### src/rtl/uart_rx.sv
// UART receiver: synchronizes rx, recovers 8-bit LSB-first frames with optional
// parity and one or two stop bits, and strobes each byte out for one cycle.
module uart_rx #(
  parameter int SYNC_STAGES = 2
) (
  input  logic        clk_i,
  input  logic        rst_i,
  input  logic        rx,
  input  logic [31:0] baud_cnt_max,
  input  logic [31:0] baud_cnt_max_half,
  input  logic [1:0]  paribit,
  input  logic        stopbit,
  output logic [7:0]  po_data,
  output logic        po_flag,
  output logic        parity_err,
  output logic        frame_err,
  output logic        rx_busy
);

  localparam int NS = (SYNC_STAGES < 2) ? 2 : SYNC_STAGES;

  typedef enum logic [2:0] {
    IDLE, START, DATA, PARI, STOP1, STOP2, DONE
  } state_t;

  state_t      state_q, state_d;
  logic [NS-1:0] sync_q, sync_d;
  logic        rx_d_q, rx_d_d;
  logic [31:0] cnt_q, cnt_d;
  logic [31:0] max_q, max_d;
  logic [31:0] half_q, half_d;
  logic [1:0]  pari_q, pari_d;
  logic        stop2_q, stop2_d;
  logic [7:0]  shift_q, shift_d;
  logic [2:0]  bit_cnt_q, bit_cnt_d;
  logic        par_bad_q, par_bad_d;
  logic        stop_bad_q, stop_bad_d;
  logic [7:0]  po_data_q, po_data_d;
  logic        po_flag_q, po_flag_d;
  logic        parity_err_q, parity_err_d;
  logic        frame_err_q, frame_err_d;
  logic        rx_busy_q, rx_busy_d;

  logic rx_s, start_edge, cfg_ok, sample, par_x;

  assign rx_s       = sync_q[NS-1];
  assign start_edge = !rx_s && rx_d_q;
  // Degenerate baud settings would sample outside the bit, so such frames are never started.
  assign cfg_ok     = (baud_cnt_max >= 32'd4) && (baud_cnt_max_half != 32'd0) &&
                      (baud_cnt_max_half < baud_cnt_max);
  assign sample     = (state_q == START) ? (cnt_q == half_q - 32'd1)
                                         : (cnt_q == max_q - 32'd1);
  assign par_x      = (^shift_q) ^ rx_s;

  always_comb begin
    sync_d       = {sync_q[NS-2:0], rx};
    rx_d_d       = rx_s;
    state_d      = state_q;
    cnt_d        = cnt_q + 32'd1;
    max_d        = max_q;
    half_d       = half_q;
    pari_d       = pari_q;
    stop2_d      = stop2_q;
    shift_d      = shift_q;
    bit_cnt_d    = bit_cnt_q;
    par_bad_d    = par_bad_q;
    stop_bad_d   = stop_bad_q;
    po_data_d    = po_data_q;
    po_flag_d    = 1'b0;
    parity_err_d = parity_err_q;
    frame_err_d  = frame_err_q;

    case (state_q)
      IDLE: begin
        cnt_d = 32'd0;
        if (start_edge) begin
          max_d   = baud_cnt_max;
          half_d  = baud_cnt_max_half;
          pari_d  = paribit;
          stop2_d = stopbit;
          if (cfg_ok) begin
            state_d    = START;
            bit_cnt_d  = 3'd0;
            par_bad_d  = 1'b0;
            stop_bad_d = 1'b0;
          end
        end
      end
      START: begin
        if (sample) begin
          cnt_d   = 32'd0;
          state_d = rx_s ? IDLE : DATA;
        end
      end
      DATA: begin
        if (sample) begin
          cnt_d     = 32'd0;
          shift_d   = {rx_s, shift_q[7:1]};
          bit_cnt_d = bit_cnt_q + 3'd1;
          if (bit_cnt_q == 3'd7) state_d = (pari_q == 2'b00) ? STOP1 : PARI;
        end
      end
      PARI: begin
        if (sample) begin
          cnt_d   = 32'd0;
          state_d = STOP1;
          case (pari_q)
            2'b01:   par_bad_d = !par_x;
            2'b10:   par_bad_d = par_x;
            default: par_bad_d = 1'b0;
          endcase
        end
      end
      STOP1: begin
        if (sample) begin
          cnt_d = 32'd0;
          if (!rx_s) stop_bad_d = 1'b1;
          state_d = stop2_q ? STOP2 : DONE;
        end
      end
      STOP2: begin
        if (sample) begin
          cnt_d = 32'd0;
          if (!rx_s) stop_bad_d = 1'b1;
          state_d = DONE;
        end
      end
      DONE: begin
        cnt_d        = 32'd0;
        po_data_d    = shift_q;
        parity_err_d = par_bad_q;
        frame_err_d  = stop_bad_q;
        po_flag_d    = 1'b1;
        state_d      = IDLE;
      end
      default: begin
        cnt_d   = 32'd0;
        state_d = IDLE;
      end
    endcase

    rx_busy_d = (state_d != IDLE);
  end

  always_ff @(posedge clk_i) begin
    if (rst_i) begin
      state_q      <= IDLE;
      sync_q       <= '1;
      rx_d_q       <= 1'b1;
      cnt_q        <= 32'd0;
      max_q        <= 32'd0;
      half_q       <= 32'd0;
      pari_q       <= 2'b00;
      stop2_q      <= 1'b0;
      shift_q      <= 8'd0;
      bit_cnt_q    <= 3'd0;
      par_bad_q    <= 1'b0;
      stop_bad_q   <= 1'b0;
      po_data_q    <= 8'd0;
      po_flag_q    <= 1'b0;
      parity_err_q <= 1'b0;
      frame_err_q  <= 1'b0;
      rx_busy_q    <= 1'b0;
    end else begin
      state_q      <= state_d;
      sync_q       <= sync_d;
      rx_d_q       <= rx_d_d;
      cnt_q        <= cnt_d;
      max_q        <= max_d;
      half_q       <= half_d;
      pari_q       <= pari_d;
      stop2_q      <= stop2_d;
      shift_q      <= shift_d;
      bit_cnt_q    <= bit_cnt_d;
      par_bad_q    <= par_bad_d;
      stop_bad_q   <= stop_bad_d;
      po_data_q    <= po_data_d;
      po_flag_q    <= po_flag_d;
      parity_err_q <= parity_err_d;
      frame_err_q  <= frame_err_d;
      rx_busy_q    <= rx_busy_d;
    end
  end

  assign po_data    = po_data_q;
  assign po_flag    = po_flag_q;
  assign parity_err = parity_err_q;
  assign frame_err  = frame_err_q;
  assign rx_busy    = rx_busy_q;

endmodule

### config.mk
export PLATFORM = sky130hd
export DESIGN_NAME = uart_rx
export DESIGN_NICKNAME = d
export VERILOG_FILES = /design/src/rtl/uart_rx.sv
export SDC_FILE = /design/constraint.sdc
export NUM_CORES = 1
export LEC_CHECK = 0
export CORE_AREA = 3 3 148 114
export DETAILED_ROUTE_END_ITERATION = 16
export DIE_AREA = 0 0 151 117
export PLACE_DENSITY = 0.87
export SKIP_CTS_REPAIR_TIMING = 1
export SLEW_MARGIN = 15
export SYNTH_ARGS = -nofsm -noshare
export SYNTH_HDL_FRONTEND = slang
export SYNTH_SLANG_ARGS = --single-unit
export TNS_END_PERCENT = 10
### constraint.sdc
create_clock -name clk_i -period 4.45 [get_ports clk_i]
set_input_delay 0.89 -clock clk_i [delete_from_list [all_inputs] [get_ports clk_i]]
set_output_delay 0.89 -clock clk_i [all_outputs]
set_load 0.02 [all_outputs]
==> impl_metrics.ini, run 1 <==
[power]
powerDensity_nw_per_um2 = 334
combinationalPowerShare_pct = 16.4
power.leakage_uw = 0.00342
seqPwrFrac_pct = 38.0
clkPwrFrac_pct = 45.6
switching_power_uw = 925
max-vdd-ir-drop_mv = 0.293
cellInternalPower_uw = 2280
swShare_pct = 28.9

[logic_synthesis]
synth.most_common_cell = nand2_1
ys_top_cells_by_area = dfxtp_1 (32%), nand2_1 (8.6%), a21oi_1 (6.5%), ha_1 (5.4%), xnor2_1 (4.6%)
synth.top_cell.area_share_pct = 32.2
syn-instance-count = 1001
ys_seq_elements = 130
synth_nets = 1106
seq_area_frac_synth_pct = 32.2
synthesis.area_sq_um = 8070
synth_top_area_cell = dfxtp_1
synth_edf_count = 0
async_flop_share_pct = 0
synth_ff_type = dfxtp_1
avgSynthCellArea_sq_um = 8.06
ys_types = 70
yosysWarnings = 0
synth_common_cells = nand2_1 (186), dfxtp_1 (130), a21oi_1 (105), inv_1 (43), xnor2_1 (42)

[die]
ios = 82
start_util_pct = 52.7
die-width_microns = 151
rows = 39
die-height_microns = 117
core_area_sq_um = 15300
dieArea_sq_um = 17700

[routing]
via_per_inst = 5.99
drt_first_pass_iters = 6
wl_met3_microns = 1980
wl_met1_microns = 9690
drt_wl_total_microns = 22400
drc = 0
dr.first_iter.drc_count = 842
routedWlPerCell_microns = 17.4
dr_total_vias = 7679
ant_nets = 0
routed-wl-met2_microns = 10100
routed.top_layer = met4

[sta]
timing.slew.headroom_pct = 37.9
hold_viol_final = 0
fin_ws_ns = 0.258
timing_worst_slew_pin_value_ns = 0.932
max_freq_mhz = 239
setup_violations = 0
min_period_ns = 4.19
slew_violations = 0
rsz0062_at_grt = false
setup_tns_ns = 0
skew_ns = 0.0117
fin_crit_sh_pct = 94.2

[clocking]
cts_sinks = 130
clk_latency_ns = 0.43
clkTransAtPathRegs_ns = 0.07
cts_tree = done
ctsLongestPathBuffers = 2
cts_made_buffers = 17
root_buffer = clkbuf_16
h-tree-depth = 4

[placed_design]
place_congestion = 0.972
io_buffers = 81
dpl.cell_count = 1250
placed_cell_area_sq_um = 8960
dp_hpwl_microns = 16400
pre_cts_slack_ns = 0.258

[grt]
grt_pass1_wl_microns = 36000
overflow = 0
grt_start_max_net_pins = 96
grt_pass1_vias = 7169
grt.total_usage_pct = 25.5
antenna_found_initial = 0

[final_layout]
area_growth_pct = 18.7
fin_cells = 1282
drive_gt1_share_pct = 9.38
regArea_sq_um = 2600
nNetsFinal = 1169
nFillCells = 1313
fin_area_sq_um = 9580
antenna_cells = 0
multi_input_area_sq_um = 5050

[critical_path]
r2r_setup_slack_ns = 0.26
cp.arrival_ns = 4.50
critPathKind = flip-flop to flip-flop
endpoint_kind = flip-flop
cp.required_ns = 4.75
cp-start-kind = flip-flop
critPathLaunch = state_q[2]$_SDFF_PP0_
crit_path_max_fanout = 32
r2r-start = state_q[2]$_SDFF_PP0_

[worst_hold_path]
worstHoldStart = sync_q[0]$_SDFF_PP1_
holdCritPathClass = flip-flop to flip-flop

[flow_run]
cap_violations = 0

[status]
status = finished, final reports clean
==> stage by stage <==
step / hold WS [ns] / util [%] / total power [uW]
after detailed placement: 0.399 / 58.5 / 1750
after CTS: 0.416 / 62.5 / 3200
final: 0.413 / 62.5 / 3200
after global placement: 0.393 / 58.5 / 1740
after global routing: 0.453 / 62.5 / 3320
after floorplan: 0.389 / - / 1570
==> layout make-up <==
type                    count  share of cell area [%]
flip-flops and latches    130                    27.2
clock inverters            15                    1.93
inverters                  43                    1.68
multi-input cells         780                    52.7
well taps                 205                    2.68
repair buffers             92                    9.40
clock buffers              17                    4.44
==> flip-flops by register name, indices dropped and copies added (netlist names) <==
signal / cells
rx_d_q: 1
rx_busy: 1
frame_err: 1
pari_q: 2
parity_err: 1
sync_q: 2
state_q: 3
po_data: 8
par_bad_q: 1
stop2_q: 1
max_q: 32
bit_cnt_q: 3
po_flag: 1
stop_bad_q: 1
shift_q: 8
cnt_q: 32
half_q: 32
==> per-layer routing <==
metal	global-route usage [%]	up-vias
met5	0	-
met4	10.5	0
met3	5.89	57
met2	39.4	366
met1	34.7	3609
li1	-	3647
==> cell families (layout without fill, tap and decap cells) <==
group	count (synthesis)	count (layout)	share of synthesized area, %
DFF	130	130	32.2
buffers and inverters	91	167	5.50
adders and majority gates	35	35	5.43
muxes	37	37	4.62
AOI/OAI and AO/OA	195	195	14.9
xor gates and xnor gates	83	83	9.01
and+or+nand+nor	430	430	28.3
==> worst max-delay path, stage by stage, from the launching register on <==
cell      delay (ns)
dfxtp_1         0.40
nor3b_4         0.29
mux2i_1         0.30
ha_1            0.20
or3b_1          0.42
nor4b_4         0.39
o22ai_1         0.24
nor4_1          0.31
o21ai_1         0.11
a211oi_1        0.34
and4_4          0.44
or3_2           0.19
buf_12          0.33
nor2_1          0.09
==> cells in the final DEF (no fill, tap or decap), types with 11 or more instances in the layout <==
cell	Yosys	layout
a21oi_1	105	105
clkbuf_16	0	17
clkdlybuf4s50_1	0	80
dfxtp_1	130	130
ha_1	35	35
inv_1	43	43
mux2i_1	35	35
nand2_1	186	186
nand2b_1	11	11
nand3_1	30	29
nand4_1	24	24
nor2_1	35	35
nor2_4	28	28
nor3_1	28	28
nor4_1	31	31
o21ai_0	19	19
xnor2_1	42	42
xor2_1	41	41
==> power by group through the flow <==
stage / combinational (uW) / sequential (uW) / clock, uW
2_1_floorplan: 345 / 1230 / 0
3_3_place_gp: 500 / 1240 / 0
3_5_place_dp: 509 / 1240 / 0
4_1_cts: 513 / 1210 / 1470
5_1_grt: 570 / 1220 / 1530
6_report: 526 / 1220 / 1460
==> final timing paths <==
check                         end  depth (start not counted)
min          sync_q[1]$_SDFF_PP1_                          1
max           cnt_q[3]$_SDFF_PP0_                         13
min reg2reg  sync_q[1]$_SDFF_PP1_                          1
max reg2reg   cnt_q[3]$_SDFF_PP0_                         13
Power figures use the tool's default switching activity.
==> run 2: changes to the inputs <==
--- a/config.mk
+++ b/config.mk
@@ -5,11 +5,10 @@
 export SDC_FILE = /design/constraint.sdc
 export NUM_CORES = 1
 export LEC_CHECK = 0
-export CORE_AREA = 3 3 148 114
+export CORE_AREA = 2 2 147 113
 export DETAILED_ROUTE_END_ITERATION = 16
-export DIE_AREA = 0 0 151 117
+export DIE_AREA = 0 0 149 115
 export PLACE_DENSITY = 0.87
-export SKIP_CTS_REPAIR_TIMING = 1
 export SLEW_MARGIN = 15
 export SYNTH_ARGS = -nofsm -noshare
 export SYNTH_HDL_FRONTEND = slang
==> run 2 against run 1 <==
Total power fell by 2.1%. Critical path depth unchanged. Combinational power about the same. Largest power group unchanged. Clock skew shrank 0.0016 ns.
==> impl_metrics.ini, run 2 (synthesis results as in run 1) <==
[clocking]
clkTransAtPathRegs_ns = 0.07
h-tree-depth = 4
cts_made_buffers = 17
cts_sinks = 130
cts_tree = done
ctsLongestPathBuffers = 2
post-cts-setup-buffers = 0
clk_latency_ns = 0.44
root_buffer = clkbuf_16

[grt]
antenna_found_initial = 0
grt_pass1_vias = 6751
grt.total_usage_pct = 25.9
grt_start_max_net_pins = 86
grt_pass1_wl_microns = 35000
overflow = 0

[critical_path]
critPathKind = flip-flop to flip-flop
cp-start-kind = flip-flop
critical_path_buf_inv_count = 1
cp.arrival_ns = 4.66
path_cells = nor3b_4, mux2i_1, ha_1, or3b_1, or4_1, a221oi_1, nor3_1, a31oi_1, a211oi_1, and4_4, or3_2, buf_12, nor2_1
critical-path-top-delay-family = simple AND/OR/NAND/NOR gates
cpPeakStageDelay_ns = 0.52
endpoint_kind = flip-flop
cp.required_ns = 4.82
slowest_stage = or4_1
crit_path_max_fanout = 32

[sta]
slew_violations = 0
fin_crit_sh_pct = 96.5
setup_violations = 0
max_freq_mhz = 233
min_period_ns = 4.29
skew_ns = 0.0101
timing_worst_slew_pin_value_ns = 0.863
timing.slew.headroom_pct = 42.5
hold_viol_final = 0
fin_hold_ws_ns = 0.420

[final_layout]
largestRegisters = cnt_q: 32 flops, half_q: 32 flops, max_q: 32 flops
drive_gt1_share_pct = 9.39
final_common_cell = nand2_1
area_growth_pct = 18.5
antenna_cells = 0
nNetsFinal = 1168
fin_area_sq_um = 9560
nFillCells = 1349
multi_input_area_sq_um = 5050
mostFrequentLayoutCells = nand2_1 (186), dfxtp_1 (129), a21oi_1 (105)
regArea_sq_um = 2600

[routing]
routedWlPerCell_microns = 17.1
drt_first_pass_iters = 5
dr_total_vias = 7569
dr.first_iter.drc_count = 828
drt_wl_total_microns = 22000
via_per_inst = 5.89
drc = 0
ant_nets = 0

[die]
die-height_microns = 115
die-width_microns = 149
dieArea_sq_um = 17100
ios = 82
core_area_sq_um = 15700
rows = 40
start_util_pct = 51.4

[power]
swShare_pct = 29.3
clkPwrFrac_pct = 44.4
seqPwrFrac_pct = 38.8
total_power_uw = 3130
power.leakage_uw = 0.00340
max-vdd-ir-drop_mv = 0.263
cellInternalPower_uw = 2220
combinationalPowerShare_pct = 16.7
powerDensity_nw_per_um2 = 328
switching_power_uw = 917

[placed_design]
dp_hpwl_microns = 16200
place_congestion = 0.978
io_buffers = 81
placed_cell_area_sq_um = 8960

[worst_hold_path]
holdCritPathClass = flip-flop to flip-flop

[status]
status = finished, final reports clean

[flow_run]
cap_violations = 0
[run 2: power by group through the flow]
stage               clock network [uW]  registers [uW]  logic [uW]
floorplan                            0            1230         345
detailed placement                   0            1240         508
CTS                               1410            1210         513
global route                      1470            1220         567
global placement                     0            1240         502
finish                            1390            1220         524
[run 2: repair_timing]
item,4_1_cts,5_1_grt
gates resized for setup,0,2
setup endpoints to repair,0,38
hold buffers,0,0
[run 2: final cells by class]
type / count / share of cell area [%]
clock buffer: 17 / 4.45
clock inverter: 15 / 1.73
inverter: 43 / 1.69
multi-input combinational: 780 / 52.8
sequential: 130 / 27.2
tap: 210 / 2.75
timing repair buffer: 91 / 9.34
[run 2: per-stage QoR]
stage | cells | setup WS (ns) | util, % | setup TNS [ns]
global route | 1286 | -0.0117 | 60.9 | -0.0117
finish | 1286 | 0.156 | 60.9 | 0
floorplan | 1001 | 0.209 | - | 0
detailed placement | 1254 | 0.135 | 57.0 | 0
CTS | 1286 | 0.117 | 60.8 | 0
global placement | 1254 | 0.274 | 57.0 | 0
[run 2: metal layers]
| metal | routed length, microns | track usage (%) | up-vias |
|---|---|---|---|
| li1 | - | - | 3656 |
| met1 | 10100 | 36.9 | 3515 |
| met3 | 1990 | 7.70 | 40 |
| met2 | 9430 | 38.0 | 358 |
| met5 | 0 | 0 | - |
| met4 | 446 | 7.56 | 0 |
[run 2: worst paths after layout]
check                             start                   end  slack [ns]  depth (start not counted)
setup / recovery  state_q[0]$_SDFF_PP0_   cnt_q[2]$_SDFF_PP0_        0.16                         13
hold / removal     sync_q[0]$_SDFF_PP1_  sync_q[1]$_SDFF_PP1_        0.42                          1
hold reg to reg    sync_q[0]$_SDFF_PP1_  sync_q[1]$_SDFF_PP1_        0.42                          1
setup reg to reg  state_q[0]$_SDFF_PP0_   cnt_q[2]$_SDFF_PP0_        0.16                         13
==> run 3: changes to the inputs <==
--- a/config.mk
+++ b/config.mk
@@ -5,9 +5,9 @@
 export SDC_FILE = /design/constraint.sdc
 export NUM_CORES = 1
 export LEC_CHECK = 0
-export CORE_AREA = 2 2 147 113
+export CORE_AREA = 2 2 128 130
 export DETAILED_ROUTE_END_ITERATION = 16
-export DIE_AREA = 0 0 149 115
+export DIE_AREA = 0 0 130 132
 export PLACE_DENSITY = 0.87
 export SLEW_MARGIN = 15
 export SYNTH_ARGS = -nofsm -noshare
==> run 3 against run 2 <==
Sequential power is essentially flat. Total power grew 0.64%. Clock skew shrank 0.0027 ns. Sequential share of layout area shrank 0.19 points. Critical endpoint is now cnt_q[9]$_SDFF_PP0_. Largest cell class unchanged.
==> impl_metrics.ini, run 3 (synthesis results as in run 1) <==
[power]
switching_power_uw = 859
power.leakage_uw = 0.00344
clkPwrFrac_pct = 44.6
cellInternalPower_uw = 2290
seqPwrFrac_pct = 38.5
powerDensity_nw_per_um2 = 327
swShare_pct = 27.3
combinationalPowerShare_pct = 16.8
max-vdd-ir-drop_mv = 0.279

[critical_path]
crit_path_max_fanout = 17
critPathKind = flip-flop to flip-flop
cp-start-kind = flip-flop
timing.rr.end = cnt_q[9]$_SDFF_PP0_
r2r_setup_slack_ns = 0.19
endpoint_kind = flip-flop
cp.required_ns = 4.77
r2r-start = state_q[2]$_SDFF_PP0_
rr_worst_depth = 13
cp.arrival_ns = 4.58

[placed_design]
placed_cell_area_sq_um = 8970
place_congestion = 1.01
dp_hpwl_microns = 16400
io_buffers = 81

[grt]
grt_busiest_layer = met2
met1_usage_pct = 34.4
grt_start_max_net_pins = 96
grt_pass1_wl_microns = 36400
grt_use_met2_pct = 43.2
grt.total_usage_pct = 26.7
overflow = 0
grt_pass1_vias = 7244
antenna_found_initial = 0
met3_usage_pct = 5.48

[die]
die-width_microns = 130
dieArea_sq_um = 17200
rows = 46
core_area_sq_um = 15700
die-height_microns = 132
ios = 82
start_util_pct = 51.4

[status]
status = finished, final reports clean

[routing]
drt_wl_total_microns = 22500
via_per_inst = 5.93
routedWlPerCell_microns = 17.4
dr_total_vias = 7667
ant_nets = 0
drt_first_pass_iters = 5
drc = 0
dr.first_iter.drc_count = 689

[final_layout]
largestRegisters = cnt_q: 32 flops, half_q: 32 flops, max_q: 32 flops
area_growth_pct = 19.3
final_common_cell = nand2_1
nFillCells = 1281
antenna_cells = 0
mostFrequentLayoutCells = nand2_1 (186), dfxtp_1 (130), a21oi_1 (105)
nNetsFinal = 1170
drive_gt1_share_pct = 9.65
fin_area_sq_um = 9630

[clocking]
clk_latency_ns = 0.44
ctsLongestPathBuffers = 2
post-cts-setup-buffers = 0
cts_resized = 0
cts_made_buffers = 17
clkTransAtPathRegs_ns = 0.06
root_buffer = clkbuf_16
h-tree-depth = 4
ctsHoldBuffers = 0
cts_sinks = 130
cts_tree = done

[sta]
hold_viol_final = 0
max_freq_mhz = 235
timing.slew.headroom_pct = 36.3
setup_violations = 0
skew_ns = 0.00740
fin_crit_sh_pct = 95.8
min_period_ns = 4.26
slew_violations = 0
setup_tns_ns = 0
timing_worst_slew_pin_value_ns = 0.955
fin_hold_ws_ns = 0.413

[worst_hold_path]
holdCritPathClass = flip-flop to flip-flop
worstHoldStart = sync_q[0]$_SDFF_PP1_
holdPathStages = 1
hold-path-endpoint = sync_q[1]$_SDFF_PP1_

[flow_run]
cap_violations = 0
[run 3: changes by cell type in the layout (fill, tap and decap cells not counted), sizes merged]
cell      previous run  this run
inv                 51        44
clkinv               2         8
clkbuf              17        21
bufinv               1         2
clkinvlp             4         1
buf                 11        12
[run 3: layer usage]
metal	vias to the layer above	part of all wire, %
met5	-	0
met4	0	3.5
met3	55	6.6
met2	296	48
met1	3652	42
li1	3664	-
[run 3: cell type report]
class | count | area (sq um) | share of cell area (%)
timing repair buffer | 93 | 933 | 9.70
multi-input combinational | 780 | 5060 | 52.6
tap | 216 | 270 | 2.81
clock inverter | 12 | 131 | 1.36
sequential | 130 | 2600 | 27.0
clock buffer | 20 | 467 | 4.85
inverter | 43 | 161 | 1.68
[run 3: worst max-delay path, stage by stage (launching register included)]
cell       delay, ns
dfxtp_1         0.39
nor3b_4         0.35
mux2i_2         0.30
ha_1            0.28
or3b_1          0.44
nor4b_4         0.36
o22a_1          0.28
a21boi_1        0.09
a2111oi_0       0.46
and4_1          0.28
and4_4          0.36
or3_2           0.24
clkbuf_16       0.26
nor2_4          0.05
[run 3: power by group through the flow]
stage	registers, uW	clock network, uW	logic [uW]
final	1210	1410	530
after global routing	1220	1470	579
after CTS	1210	1420	513
after detailed placement	1240	0	509
after global placement	1240	0	498
after floorplan	1230	0	345
[run 3: per-stage QoR]
step / setup slack [ns] / power [uW] / util [%] / std cells
after floorplan: 0.209 / 1570 / - / 1001
after global placement: 0.324 / 1740 / 57.1 / 1261
after detailed placement: 0.212 / 1750 / 57.1 / 1261
after CTS: 0.156 / 3140 / 60.9 / 1293
after global routing: -0.00797 / 3270 / 61.3 / 1294
final: 0.188 / 3150 / 61.3 / 1294
[run 3: worst max-delay path by stage]
| stage | slack, ns | startpoint | cells after the start | end |
|---|---|---|---|---|
| after floorplan | 0.21 | state_q[1]$_SDFF_PP0_ | 19 | cnt_q[9]$_SDFF_PP0_ |
| after global placement | 0.32 | state_q[2]$_SDFF_PP0_ | 13 | cnt_q[3]$_SDFF_PP0_ |
| after detailed placement | 0.21 | state_q[2]$_SDFF_PP0_ | 13 | cnt_q[2]$_SDFF_PP0_ |
| after CTS | 0.16 | state_q[2]$_SDFF_PP0_ | 13 | cnt_q[2]$_SDFF_PP0_ |
| after global routing | -0.008 | state_q[2]$_SDFF_PP0_ | 13 | cnt_q[4]$_SDFF_PP0_ |
| final | 0.19 | state_q[2]$_SDFF_PP0_ | 13 | cnt_q[9]$_SDFF_PP0_ |
